==> config.mk <==
export PLATFORM = sky130hd
export DESIGN_NAME = execute_forward_unit
export DESIGN_NICKNAME = d
export VERILOG_FILES = /design/src/rtl/execute_forward_unit.sv
export SDC_FILE = /design/constraint.sdc
export NUM_CORES = 1
export LEC_CHECK = 0
export BUFFER_PORTS_ARGS = -buffer_cell sky130_fd_sc_hd__buf_2
export CORE_UTILIZATION = 50
export DETAILED_ROUTE_END_ITERATION = 12
export GPL_ROUTABILITY_DRIVEN = 0
export PLACE_DENSITY = 0.8
export SYNTH_ARGS = -nofsm -noshare
export SYNTH_HDL_FRONTEND = slang
export SYNTH_SLANG_ARGS = --single-unit
==> constraint.sdc <==
create_clock -name clk -period 2.4 [get_ports clk]
set_input_delay 0.24 -clock clk [delete_from_list [all_inputs] [get_ports clk]]
set_output_delay 0.24 -clock clk [all_outputs]
set_load 0.02 [all_outputs]
==> src/rtl/execute_forward_unit.sv <==
`default_nettype none
// ============================================================================
//  Module   : execute_forward_unit
//  Purpose  : Operand forwarding and load-use hazard control for the execute
//             stage. A shift-register scoreboard records the destination
//             writes of the last FWD_DEPTH instructions that left execute.
//             Entry 0 is the memory stage, and deeper entries are later
//             stages. For each source operand the unit selects the youngest
//             matching producer. It stalls when that producer is a load
//             whose data is not yet available.
//  Ports    :
//    clk, rst_n           clock, synchronous active-low reset
//    hold_in              global freeze; the scoreboard does not shift
//    flush                squash the instruction now in execute
//    issue_*              destination info of the instruction in execute
//    src_valid/src_addr   per-operand read enables and packed addresses
//    fwd_sel              per-operand select: 0 = regfile, k+1 = entry k
//    stall_out            hold execute and insert a bubble
//    stall_cycles         saturating count of stall cycles
//  Revision : 1.0  initial release
// ============================================================================
module execute_forward_unit #(
  parameter int REG_AW    = 4,
  parameter int NUM_SRC   = 3,
  parameter int FWD_DEPTH = 2,
  parameter int LOAD_LAT  = 1,
  parameter int PC_ADDR   = 15
) (
  input  logic                                        clk,
  input  logic                                        rst_n,
  input  logic                                        hold_in,
  input  logic                                        flush,
  input  logic                                        issue_valid,
  input  logic                                        issue_wr_en,
  input  logic [REG_AW-1:0]                           issue_wr_addr,
  input  logic                                        issue_wr2_en,
  input  logic [REG_AW-1:0]                           issue_wr2_addr,
  input  logic                                        issue_is_load,
  input  logic [NUM_SRC-1:0]                          src_valid,
  input  logic [NUM_SRC*REG_AW-1:0]                   src_addr,
  output logic [NUM_SRC*$clog2(FWD_DEPTH+1)-1:0]      fwd_sel,
  output logic                                        stall_out,
  output logic [15:0]                                 stall_cycles
);

  localparam int                c_sel_w = $clog2(FWD_DEPTH + 1);
  localparam logic [REG_AW-1:0] c_pc    = REG_AW'(PC_ADDR);

  // Scoreboard, one bit/field per downstream stage
  logic [FWD_DEPTH-1:0]             r_valid;
  logic [FWD_DEPTH-1:0]             r_wr_en;
  logic [FWD_DEPTH-1:0]             r_wr2_en;
  logic [FWD_DEPTH-1:0]             r_is_load;
  logic [FWD_DEPTH-1:0][REG_AW-1:0] r_wr_addr;
  logic [FWD_DEPTH-1:0][REG_AW-1:0] r_wr2_addr;

  logic        r_pending_flush;
  logic [15:0] r_stall_cycles;

  logic [NUM_SRC-1:0] w_src_stall;
  logic               w_accept;

  // Per-operand lookup
  generate
    for (genvar gi = 0; gi < NUM_SRC; gi++) begin : g_src
      logic [REG_AW-1:0]  w_addr;
      logic [c_sel_w-1:0] w_sel;
      logic               w_ld_hit;

      assign w_addr = src_addr[gi*REG_AW +: REG_AW];

      always_comb begin
        w_sel    = '0;
        w_ld_hit = 1'b0;
        if (src_valid[gi] && (w_addr != c_pc)) begin
          // Scan oldest to youngest so the youngest match is the last writer.
          // The load check follows the primary-destination path only; a
          // base-register writeback comes from the ALU and is never late.
          for (int k = FWD_DEPTH - 1; k >= 0; k--) begin
            if (r_valid[k] &&
                ((r_wr_en[k]  && (r_wr_addr[k]  == w_addr)) ||
                 (r_wr2_en[k] && (r_wr2_addr[k] == w_addr)))) begin
              w_sel    = c_sel_w'(k + 1);
              w_ld_hit = r_is_load[k] && r_wr_en[k] &&
                         (r_wr_addr[k] == w_addr) && (k < LOAD_LAT);
            end
          end
        end
      end

      assign fwd_sel[gi*c_sel_w +: c_sel_w] = w_sel;
      assign w_src_stall[gi]                = w_ld_hit;
    end
  endgenerate

  // A bubble or a squashed instruction has no consumers to protect
  assign stall_out = issue_valid & ~flush & (|w_src_stall);

  // A flush seen during a hold squashes the instruction on the next advance
  assign w_accept = issue_valid & ~stall_out & ~flush & ~r_pending_flush;

  // Control state: entry valid bits, deferred flush, stall counter
  always_ff @(posedge clk) begin
    if (!rst_n) begin
      r_valid         <= '0;
      r_pending_flush <= 1'b0;
      r_stall_cycles  <= '0;
    end else if (!hold_in) begin
      for (int k = FWD_DEPTH - 1; k >= 1; k--) begin
        r_valid[k] <= r_valid[k-1];
      end
      r_valid[0]      <= w_accept;
      r_pending_flush <= 1'b0;
      if (stall_out && (r_stall_cycles != 16'hFFFF)) begin
        r_stall_cycles <= r_stall_cycles + 16'd1;
      end
    end else if (flush) begin
      r_pending_flush <= 1'b1;
    end
  end

  // Payload fields are only meaningful when the matching valid bit is set
  always_ff @(posedge clk) begin
    if (!hold_in) begin
      for (int k = FWD_DEPTH - 1; k >= 1; k--) begin
        r_wr_en[k]    <= r_wr_en[k-1];
        r_wr_addr[k]  <= r_wr_addr[k-1];
        r_wr2_en[k]   <= r_wr2_en[k-1];
        r_wr2_addr[k] <= r_wr2_addr[k-1];
        r_is_load[k]  <= r_is_load[k-1];
      end
      r_wr_en[0]    <= issue_wr_en;
      r_wr_addr[0]  <= issue_wr_addr;
      r_wr2_en[0]   <= issue_wr2_en;
      r_wr2_addr[0] <= issue_wr2_addr;
      r_is_load[0]  <= issue_is_load;
    end
  end

  assign stall_cycles = r_stall_cycles;

endmodule
`default_nettype wire

==> impl_metrics.py <==
metrics = {
    "floorplanning": {
        "die_h_microns": 69.2,
        "placementRows": 24,
        "io-pin-count": 54,
        "start_util": 0.518,
        "die_w_microns": 69.2,
        "dieArea_sq_um": 4790,
        "coreArea_sq_um": 4350,
    },
    "pwr": {
        "p_int_mw": 1.09,
        "sw_frac_of_total": 0.247,
        "power_frac_seq": 0.544,
        "power_density_nw_per_um2": 556,
        "leakagePower_nw": 0.984,
        "switchingPower_mw": 0.359,
        "clockPowerShare": 0.339,
        "power_frac_comb": 0.117,
        "peakVddDrop_uv": 462,
    },
    "timing": {
        "period_needed_ns": 2.19,
        "slew_headroom": 0.465,
        "hold_viol_final": 0,
        "slew_viol_final": 0,
        "period_share": 0.914,
        "finalSetupViolCount": 0,
        "setup_tns_ns": 0,
        "max_freq_mhz": 456,
        "worst_pin_slew_ns": 0.802,
        "rsz0062_at_grt": "false",
        "fin_skew_ns": 0.0135,
    },
    "synthesis": {
        "synth_top_area_cell": "edfxtp_1",
        "synth_edf_count": 21,
        "synth_cells": 239,
        "avgSynthCellArea_sq_um": 9.44,
        "synth_top_cells_by_area": "edfxtp_1, dfxtp_1, xor2_1",
        "synthXorXnorAreaFrac": 0.190,
        "synthAdderAreaFrac": 0.00554,
        "synth_compound_area_frac": 0.0931,
        "synth-async-reset-ratio": 0,
        "dominantRegCellSynth": "edfxtp_1",
        "synth-seq-cells": 40,
        "netlist_area_sq_um": 2260,
        "synth_top_family_by_area": "simple AND/OR/NAND/NOR gates",
        "synth_nets": 271,
        "seq_area_frac_synth": 0.448,
        "ys_types": 33,
        "synth_top_area_frac": 0.279,
        "synth_simple_gate_area_share": 0.196,
        "ys_warn_count": 0,
        "synth.mux.area_fraction": 0.0177,
    },
    "drt": {
        "viasPerCell": 5.56,
        "first_pass_iters": 4,
        "wl_per_cell_microns": 14.8,
        "drc": 0,
        "postRouteAntennaNets": 0,
        "routed_wl_microns": 4980,
        "vias": 1875,
        "drtIter0Drc": 106,
    },
    "clock_network": {
        "post_cts_buffers": 0,
        "cts_max_level": 2,
        "clk_path_buf_depth": 2,
        "tritoncts": "yes",
        "hold_buffers": 0,
        "clk_latency_ns": 0.30,
        "numCtsBuffers": 5,
        "cts.clk_slew.worst_paths_ns": 0.08,
        "ctsResizeCount": 0,
        "cts_sinks": 40,
        "root_buffer": "clkbuf_8",
    },
    "grt": {
        "grt_max_degree": 27,
        "grt_first_pass_wirelength_microns": 8260,
        "antenna_found_initial": 0,
        "grt_pass1_vias": 1755,
        "grtUsageTotal": 0.220,
        "grt-ovfl-total": 0,
    },
    "layout": {
        "layout_commonest_cell": "buf_2",
        "nets": 316,
        "drive_gt1_frac": 0.221,
        "multiInputGateArea_sq_um": 1130,
        "final_cells": 337,
        "areaGrowthSynthToFinish_pct": 16.0,
        "seqCellArea_sq_um": 1010,
        "layout_common_cells": "buf_2, xor2_1, nand2_1, edfxtp_1, dfxtp_1",
        "nFillCells": 373,
        "diodes": 0,
    },
    "placed_design": {
        "dpl.hpwl_microns": 3680,
        "port_buffers": 53,
        "dp_cells": 329,
    },
    "worst_setup_path": {
        "worst-setup-path-type": "register to register",
        "crit_path_start_kind": "register",
        "cp_max_fo": 26,
        "worst_ep_arrival_time_ns": 2.42,
        "end_kind": "register",
        "r2r_setup_slack_ns": 0.21,
        "critPathRequiredTime_ns": 2.63,
    },
    "run_status": {
        "status": "finished clean",
    },
    "min_path": {
        "hold_path_class": "input port to register",
    },
    "flow_run": {
        "cap_violations": 0,
    },
}
-- through the flow --
stage | hold slack, ns | util | worst slack (ns) | power, mW | cell area, sq um
6_report | 0.117 | 0.601 | 0.206 | 1.45 | 2620
5_1_grt | 0.102 | 0.601 | 0.00876 | 1.51 | 2620
3_5_place_dp | 0.418 | 0.578 | 0.248 | 0.973 | 2520
3_3_place_gp | 0.417 | 0.578 | 0.262 | 0.967 | 2520
4_1_cts | 0.104 | 0.601 | 0.217 | 1.46 | 2620
2_1_floorplan | 0.339 | - | 0.164 | 0.920 | 2260
-- state kept, by name (all words and copies together) (netlist names) --
name / count
r_is_load: 1
r_pending_flush: 1
r_valid: 2
r_wr2_addr: 8
r_wr2_en: 2
r_wr_addr: 8
r_wr_en: 2
stall_cycles: 16
-- path summary, 6_finish.rpt --
kind	from	to	cells after the start
setup reg to reg	stall_cycles[0]$_SDFFE_PN0P_	stall_cycles[12]$_SDFFE_PN0P_	7
hold reg to reg	stall_cycles[13]$_SDFFE_PN0P_	stall_cycles[13]$_SDFFE_PN0P_	2
hold / removal	issue_wr_en	r_wr_en[0]$_DFFE_PN_	1
setup / recovery	stall_cycles[0]$_SDFFE_PN0P_	stall_cycles[12]$_SDFFE_PN0P_	7
-- area by class of cell --
cell class	count	area share
inverters	9	0.0129
clock buffers	8	0.0382
multi-input cells	174	0.434
flip-flops and latches	40	0.386
well taps	52	0.0249
repair buffers	54	0.104
-- routing by layer --
metal	routed length [microns]	vias to the layer above	track usage
met5	0	-	0
met4	25	0	0.0748
met3	270	2	0.0581
met2	2230	56	0.326
met1	2450	883	0.313
li1	-	934	-
-- synthesized netlist by cell type (all sizes together), types with 7 or more instances --
library cell and n:
nor3 8, nand4 8, dfxtp 19, nor2 12, o21ai 11, clkbuf 12, xor2 32, edfxtp 21
a21oi 12, or3 7, nand3 11, nand2 21, inv 9, xnor2 17
-- logic make-up after synthesis --
group	Yosys count
AOI/OAI and AO/OA	35
xor gates and xnor gates	49
adders and majority gates	1
buffers and inverters	25
DFF	40
muxes	4
and+or+nand+nor	85
-- critical path, stage by stage, from the launching register on --
cell and delay [ns]:
dfxtp_1 0.34, ha_1 0.22, nand3_1 0.14, nor3_1 0.09, a311oi_1 0.39, o21ai_2 0.32
or4_1 0.48, a21oi_1 0.15
-- power groups by stage --
stage | Sequential, mW | Clock [mW] | Combinational, mW
global route | 0.794 | 0.527 | 0.188
detailed placement | 0.805 | 0 | 0.168
finish | 0.791 | 0.493 | 0.170
floorplan | 0.795 | 0 | 0.124
global placement | 0.803 | 0 | 0.164
CTS | 0.789 | 0.500 | 0.169
Power figures use the tool's default switching activity.
